[src/rtl/comparator_pkg.sv]
// Shared definitions for the serial magnitude comparator: FSM state
// encoding and the index-width helper used to size the slice counter.
package comparator_pkg;

    typedef enum logic [1:0] {
        ST_IDLE = 2'd0,
        ST_RUN  = 2'd1,
        ST_DONE = 2'd2
    } state_t;

    // Width of a counter that must hold 0..n-1; never narrower than one bit.
    function automatic int idx_width(input int n);
        return (n > 1) ? $clog2(n) : 1;
    endfunction

endpackage

[src/rtl/comparator_digit.sv]
// Combinational magnitude compare of one DIGIT-bit slice pair.
module comparator_digit #(
    parameter int DIGIT = 3
) (
    input  logic [DIGIT-1:0] a_s,
    input  logic [DIGIT-1:0] b_s,
    output logic             s_gt,
    output logic             s_lt,
    output logic             s_eq
);

    assign s_gt = (a_s > b_s);
    assign s_lt = (a_s < b_s);
    assign s_eq = (a_s == b_s);

endmodule

[src/rtl/comparator_serial_nbit.sv]
// Multi-cycle WIDTH-bit magnitude comparator, one DIGIT-bit slice per clock,
// MSB slice first, with cascade inputs deciding fully-equal operands.
module comparator_serial_nbit
    import comparator_pkg::*;
#(
    parameter int WIDTH      = 12,
    parameter int DIGIT      = 3,
    parameter int SIGNED     = 0,
    parameter int EARLY_EXIT = 1
) (
    input  logic             clk,
    input  logic             rst,
    input  logic             start,
    input  logic [WIDTH-1:0] a,
    input  logic [WIDTH-1:0] b,
    input  logic             L,
    input  logic             E,
    input  logic             G,
    output logic             busy,
    output logic             done,
    output logic             lt,
    output logic             eq,
    output logic             gt,
    output logic [1:0]       dbg_state
);

    localparam int NDIG = WIDTH / DIGIT;
    localparam int IW   = idx_width(NDIG);
    localparam logic [IW-1:0]    IDX_TOP = IW'(NDIG - 1);
    localparam logic [WIDTH-1:0] SMASK   = (SIGNED != 0) ? (WIDTH'(1) << (WIDTH - 1)) : '0;

    if ((DIGIT < 1) || (DIGIT > WIDTH) || ((WIDTH % DIGIT) != 0)) begin : g_bad_params
        $error("comparator_serial_nbit: WIDTH must be a non-zero multiple of DIGIT");
    end

    // Handshake: start is accepted on any rising edge where the FSM is in
    // IDLE or DONE (not busy); operands and cascade flags are captured then.
    // done pulses for exactly one cycle with lt/eq/gt already valid; the
    // result registers hold until the next result is written.
    state_t           state_q, state_d;
    logic [IW-1:0]    idx_q, idx_d;
    logic [WIDTH-1:0] a_q, b_q;
    logic             l_q, e_q, g_q;
    logic             dec_q, dec_d;
    logic             dgt_q, dgt_d;
    logic             lt_q, eq_q, gt_q;
    logic             lt_d, eq_d, gt_d;
    logic             load;
    logic             wr_res;

    logic [DIGIT-1:0] a_s, b_s;
    logic             s_gt, s_lt, s_eq;

    assign a_s = a_q[idx_q*DIGIT +: DIGIT];
    assign b_s = b_q[idx_q*DIGIT +: DIGIT];

    comparator_digit #(
        .DIGIT (DIGIT)
    ) u_digit (
        .a_s  (a_s),
        .b_s  (b_s),
        .s_gt (s_gt),
        .s_lt (s_lt),
        .s_eq (s_eq)
    );

    always_comb begin
        state_d = state_q;
        idx_d   = idx_q;
        dec_d   = dec_q;
        dgt_d   = dgt_q;
        load    = 1'b0;
        wr_res  = 1'b0;
        unique case (state_q)
            ST_IDLE, ST_DONE: begin
                state_d = ST_IDLE;
                if (start) begin
                    load    = 1'b1;
                    state_d = ST_RUN;
                    idx_d   = IDX_TOP;
                    dec_d   = 1'b0;
                    dgt_d   = 1'b0;
                end
            end
            ST_RUN: begin
                // Only the first unequal slice (from the MSB side) decides.
                if (!dec_q && !s_eq) begin
                    dec_d = 1'b1;
                    dgt_d = s_gt;
                end
                if (((EARLY_EXIT != 0) && dec_d) || (idx_q == '0)) begin
                    state_d = ST_DONE;
                    wr_res  = 1'b1;
                end else begin
                    idx_d = idx_q - 1'b1;
                end
            end
            default: state_d = ST_IDLE;
        endcase
    end

    // With no decision held the operands are fully equal and the cascade
    // flags pass straight through, unfiltered.
    assign gt_d = dec_d ? dgt_d  : g_q;
    assign lt_d = dec_d ? !dgt_d : l_q;
    assign eq_d = !dec_d & e_q;

    always_ff @(posedge clk or posedge rst) begin
        if (rst) begin
            state_q <= ST_IDLE;
            idx_q   <= '0;
            a_q     <= '0;
            b_q     <= '0;
            l_q     <= 1'b0;
            e_q     <= 1'b0;
            g_q     <= 1'b0;
            dec_q   <= 1'b0;
            dgt_q   <= 1'b0;
            lt_q    <= 1'b0;
            eq_q    <= 1'b0;
            gt_q    <= 1'b0;
        end else begin
            state_q <= state_d;
            idx_q   <= idx_d;
            dec_q   <= dec_d;
            dgt_q   <= dgt_d;
            if (load) begin
                a_q <= a ^ SMASK;
                b_q <= b ^ SMASK;
                l_q <= L;
                e_q <= E;
                g_q <= G;
            end
            if (wr_res) begin
                lt_q <= lt_d;
                eq_q <= eq_d;
                gt_q <= gt_d;
            end
        end
    end

    assign busy      = (state_q == ST_RUN);
    assign done      = (state_q == ST_DONE);
    assign lt        = lt_q;
    assign eq        = eq_q;
    assign gt        = gt_q;
    assign dbg_state = state_q;

endmodule

[config.mk]
export PLATFORM = sky130hd
export DESIGN_NAME = comparator_serial_nbit
export DESIGN_NICKNAME = d
export VERILOG_FILES = /design/src/rtl/comparator_pkg.sv /design/src/rtl/comparator_digit.sv /design/src/rtl/comparator_serial_nbit.sv
export SDC_FILE = /design/constraint.sdc
export NUM_CORES = 1
export LEC_CHECK = 0
export CORE_ASPECT_RATIO = 1.2
export CORE_MARGIN = 2
export CORE_UTILIZATION = 61
export CTS_CLUSTER_SIZE = 14
export DETAILED_ROUTE_END_ITERATION = 8
export DONT_BUFFER_PORTS = 1
export PLACE_DENSITY = 0.77
export SYNTH_ARGS = -nofsm -noshare
export SYNTH_HDL_FRONTEND = slang
export SYNTH_SLANG_ARGS = --single-unit
export TNS_END_PERCENT = 1
[constraint.sdc]
create_clock -name clk -period 2.8 [get_ports clk]
set_input_delay 0.14 -clock clk [delete_from_list [all_inputs] [get_ports clk]]
set_output_delay 0.14 -clock clk [all_outputs]
set_load 0.005 [all_outputs]
* After elaboration in Yosys (flattened, before gate mapping)
Index checks and enable logic that the tools add are counted.
** Cells by class
- Shift operators :: 2
- Add/subtract/negate cells :: 1
- Reductions and logical operators :: 11
- $lt $le $gt $ge :: 1
- Bitwise logic cells :: 1
- Eq/ne operators :: 6
- Muxes and demuxes :: 19
- $mul :: 1
** Operators with widths (number)
- $shiftx 12x5->3 :: 2
- $mux 1 :: 12
- $pmux 2 s2 :: 2
- $mux 2 :: 3
- $logic_not 1->1 :: 4
- $logic_not 2->1 :: 2
- $mul 2x2->4 const B :: 1
- $ne 2x2->1 const B :: 2
- $pmux 1 s2 :: 2
- $eq 3x3->1 :: 1
- $gt 3x3->1 :: 1
- $reduce_and 3->1 :: 1
- $eq 2x1->1 const B :: 1
- $eq 2x2->1 const B :: 1
- $ne 2x1->1 const B :: 1
- $reduce_bool 2->1 :: 1
- $reduce_or 2->1 :: 1
- $sub 2x1->2 const B :: 1
- $and 1x1->1 :: 1
- $logic_and 1x1->1 :: 1
- $logic_or 1x1->1 :: 1
** Word-level totals
- Logic and storage cells :: 54
- Input port bits :: 30
- Register bits :: 36

* Longest topological paths before layout
- Depth in word-level cells :: 10
- Gate-level depth with buffers :: 8
- Depth with buffers taken out :: 7

* By module
Synthesis repeated with hierarchy kept, for this count alone.
** Unflattened totals
- Cell total of the unflattened synthesis :: 178
- Area, all modules :: 1680.4 µm²
** By module, submodules not included
- comparator_serial_nbit :: instances 1, seq. area each 900.9 µm², area an instance 1596.5 µm², cells an instance 167
- comparator_digit :: instances 1, seq. area each 0.0 µm², area an instance 83.8 µm², cells an instance 11

* Worst setup path after synthesis
Ideal clock, no wire load.
- Kind :: register to register
- From :: reg idx_q[0]
- To :: reg gt_q, in the netlist gt
- Slack :: 484 ps
- Arrival :: 2196 ps
- Clock period less this slack :: 2316 ps
- Path buffers :: 1
- Setup time :: 120 ps
- Cell stages (with the launch flop) :: 8
- Path through :: dfrtp_1 -> buf_2 -> mux4_2 -> ha_1 -> and3_4 -> nor3_2 -> mux2_4 -> a31o_1
** RTL lines
- start: declaration :: RTL line comparator_serial_nbit.sv:41 : logic [IW-1:0] idx_q, idx_d;
- start signal: assignment :: RTL line comparator_serial_nbit.sv:124 : idx_q <= idx_d;
- $mul 2x2->4 (*) :: RTL line comparator_serial_nbit.sv:54, comparator_serial_nbit.sv:55
- branches (longest 4 deep; another with $gt 3x3->1)
- $mux 1 (*) :: RTL line comparator_serial_nbit.sv:87 : if (!dec_q && !s_eq) begin
- $pmux 1 s2 (*) :: RTL line comparator_serial_nbit.sv:74 : unique case (state_q)
- via dgt_d :: RTL line comparator_serial_nbit.sv:45 : logic dgt_q, dgt_d;
- $mux 1 (*) :: RTL line comparator_serial_nbit.sv:104 : assign gt_d = dec_d ? dgt_d : g_q;
- end signal: assignment :: RTL line comparator_serial_nbit.sv:137 : gt_q <= gt_d;
- end: declaration :: RTL line comparator_serial_nbit.sv:46 : logic lt_q, eq_q, gt_q;
Mark *: on every way through the listed nets, which the timed path passes. The select of a mux whose other input is x is not followed.
A chain may end at the register's enable or synchronous reset.

* Worst setup path after layout
Same ends and word-level chain as after synthesis.

==> flow_summary.ini <==
[global_routing]
gr-max-usage-layer = met2
grt_max_degree = 37
antenna_found_initial = 0
grtUsageMet1_pct = 23.95
grt_overflow = 0
grt_use_met2_pct = 35.44
grt_use_total_pct = 20.98
grt_pass1_wl_mm = 4.588
grtUsageMet3_pct = 7.143
grt_pass1_vias = 1064

[clocking]
clkSlewWorstSetupHoldPaths_ns = 0.10
clk_latency_ns = 0.33
cts.repair.resized = 0
cts-root-buf = clkbuf_4
clock_path_buffers = 2
clock-sinks = 36
cts_buffers = 5
cts_tree = built
cts_htree_levels = 2

[hold_path]
hold_path_class = primary input to flip-flop
hold_path.startpoint = start
hold_depth = 2
hold_end = a_q[4]

[route]
drtIter0Drc = 15
route.vias.total = 1025
dr.pass1.iters = 4
vias_per_cell = 5.726
drt-total-wl_mm = 2.760
route.antenna.remaining_nets = 0
wl_per_cell_um = 15.42
drc = 0

[status]
status = completed

[place]
gp_congestion = 0.7934
port_buffers = 0
dp_hpwl_mm = 1.931
dp.cells = 144

[critical_path]
cp.arrival_ns = 2.73
end_kind = flip-flop
critPathRequiredTime_ns = 3.03
ff2ff_setup_slack_ns = 0.30
r2r_cells = 6
start_kind = flip-flop
crit_path_start = idx_q[0]
path_class = flip-flop to flip-flop
r2r_start = idx_q[0]
path_max_fanout = 9
timing.rr.end = gt

[final_layout]
diodes = 0
drive_above_1_share_pct = 15.07
fin_cells = 179
syn_to_final_growth_pct = 22.12
nets = 180

[timing]
final_hold_viol_count = 0
rsz0062_at_grt = no
timing.final.crit_share_pct = 89.32
tns_ns = 0
slew_headroom_pct = 59.78
fmax_mhz = 399.8
drv_slew = 0
finalSetupViolCount = 0
worst_slew_pin_slew_ns = 0.6006
skew_ns = 0.007139
period_needed_ns = 2.501

[synthesis]
synth.net_count = 148
yosys_register_bits = 36
netlist_area_mm2 = 0.001640
yosysUniqueCellTypes = 24
synth_warnings = 0
ys_seq_area_share_pct = 54.92
avgSynthCellArea_um2 = 14.39
syn_inst = 114

[job]
maxCapViolCount = 0

[die]
num_rows = 20
die-area_mm2 = 0.003121
start_util_pct = 64.26
die-height_um = 60.81
coreArea_mm2 = 0.002552
dieWidth_um = 51.34
io_pins = 37

[power]
p_int_uw = 1055
power.share.clock_pct = 15.8
cellPowerDensity_mw_per_mm2 = 767.0
seqPwrFrac_pct = 50.3
comb_power_share_pct = 33.9
ir_worst_vdd_uv = 538.8
switching_share_pct = 31.34
switching_power_uw = 481.5
p_leak_uw = 0.0008863
registers in the layout, indices dropped and copies added (netlist names), 2 cells and up:
name,count
a_q,12
b_q,12
dbg_state,2
idx_q,2
kinds of logic after synthesis:
logic type,count (synthesis),share of synthesized area (%)
DFF,36,54.92
muxes,34,27.69
buffers and inverters,15,3.890
and+or+nand+nor,14,5.951
AOI/OAI and AO/OA,11,4.500
adders and majority gates,4,3.051
through the flow:
step | area [um^2] | util [%] | setup slack, ns | total power (uW) | hold WS, ns
after floorplan | 1640 | - | 0.4839 | 1169 | 0.2747
after global placement | 1677 | 65.69 | 0.3587 | 1238 | 0.1475
after detailed placement | 1677 | 65.69 | 0.3033 | 1275 | 0.1688
after CTS | 2003 | 78.48 | 0.2811 | 1550 | 0.2810
after global routing | 2003 | 78.48 | 0.1936 | 1655 | 0.2781
final | 2003 | 78.48 | 0.2989 | 1536 | 0.2956
routing by layer:
metal / up-vias / wire, um
met4: 0 / 93
met3: 11 / 163
met2: 34 / 1443
met5: - / 0
met1: 505 / 1060
li1: 475 / -
worst max-delay path by stage:
stage / slack, ns / endpoint / depth (start not counted)
6_report: 0.30 / gt / 6
5_1_grt: 0.19 / gt / 6
4_1_cts: 0.28 / gt / 6
3_5_place_dp: 0.30 / gt / 6
3_3_place_gp: 0.36 / gt / 6
2_1_floorplan: 0.48 / gt / 7
worst max-delay path, cell delays in order (launching register included):
cell and delay [ns]:
dfrtp_1 0.60, mux4_2 0.56, ha_1 0.36, and3_4 0.21
nor3_2 0.13, mux2_4 0.33, a31o_1 0.22
cells in the mapped netlist:
master	number	area, um^2
o21ai_1	3	15.01
mux4_2	6	135.1
buf_2	6	30.03
and3_4	1	11.26
a21oi_1	3	15.01
o22ai_1	1	6.260
a31o_1	1	8.760
nor3_1	2	10.01
clkinv_1	1	3.750
nor2b_1	3	18.77
ha_1	4	50.05
mux2_4	1	15.01
a32oi_1	1	8.760
a32o_1	2	20.02
mux2_1	26	292.8
and3_1	1	6.260
nand4b_1	1	8.760
mux2_2	1	11.26
or2_1	1	6.260
inv_1	8	30.03
nand2b_2	1	8.760
dfrtp_1	36	900.9
nor3_2	2	20.02
nand2_1	2	7.510
layout make-up:
class                           instances  area [um^2]
Inverter                                9        33.78
Fill cell                             173        549.3
Timing Repair Buffer                   31        302.8
Clock inverter                          1        5.005
Sequential cell                        36        900.9
Multi-Input combinational cell         63        678.2
Tap cell                               33        41.29
Clock buffer                            6        41.29
power groups by stage:
stage / combinational, uW / sequential, uW / clock (uW)
2_1_floorplan: 440 / 729 / 0
3_3_place_gp: 459 / 779 / 0
3_5_place_dp: 489 / 786 / 0
4_1_cts: 521 / 776 / 254
5_1_grt: 582 / 797 / 276
6_report: 520 / 773 / 243
layout by cell type (no fill, tap or decap), drive strengths merged:
master,instances
inv,8
a31o,1
ha,4
a32oi,1
nor3,4
o21ai,3
nand2b,1
nand4b,1
o22ai,1
and3,2
or2,1
clkbuf,6
nor2b,3
nand2,2
a32o,2
clkinv,2
dlygate4sd3,28
dfrtp,36
a21oi,3
buf,3
mux4,6
mux2,28
repair_timing:
item | CTS | global route
hold buffers | 28 | 0
setup endpoints to repair | 0 | 0
setup buffers | 0 | 0
endpoints found under the hold margin | 63 | 0
No activity file was read; power rests on OpenSTA's default activity.
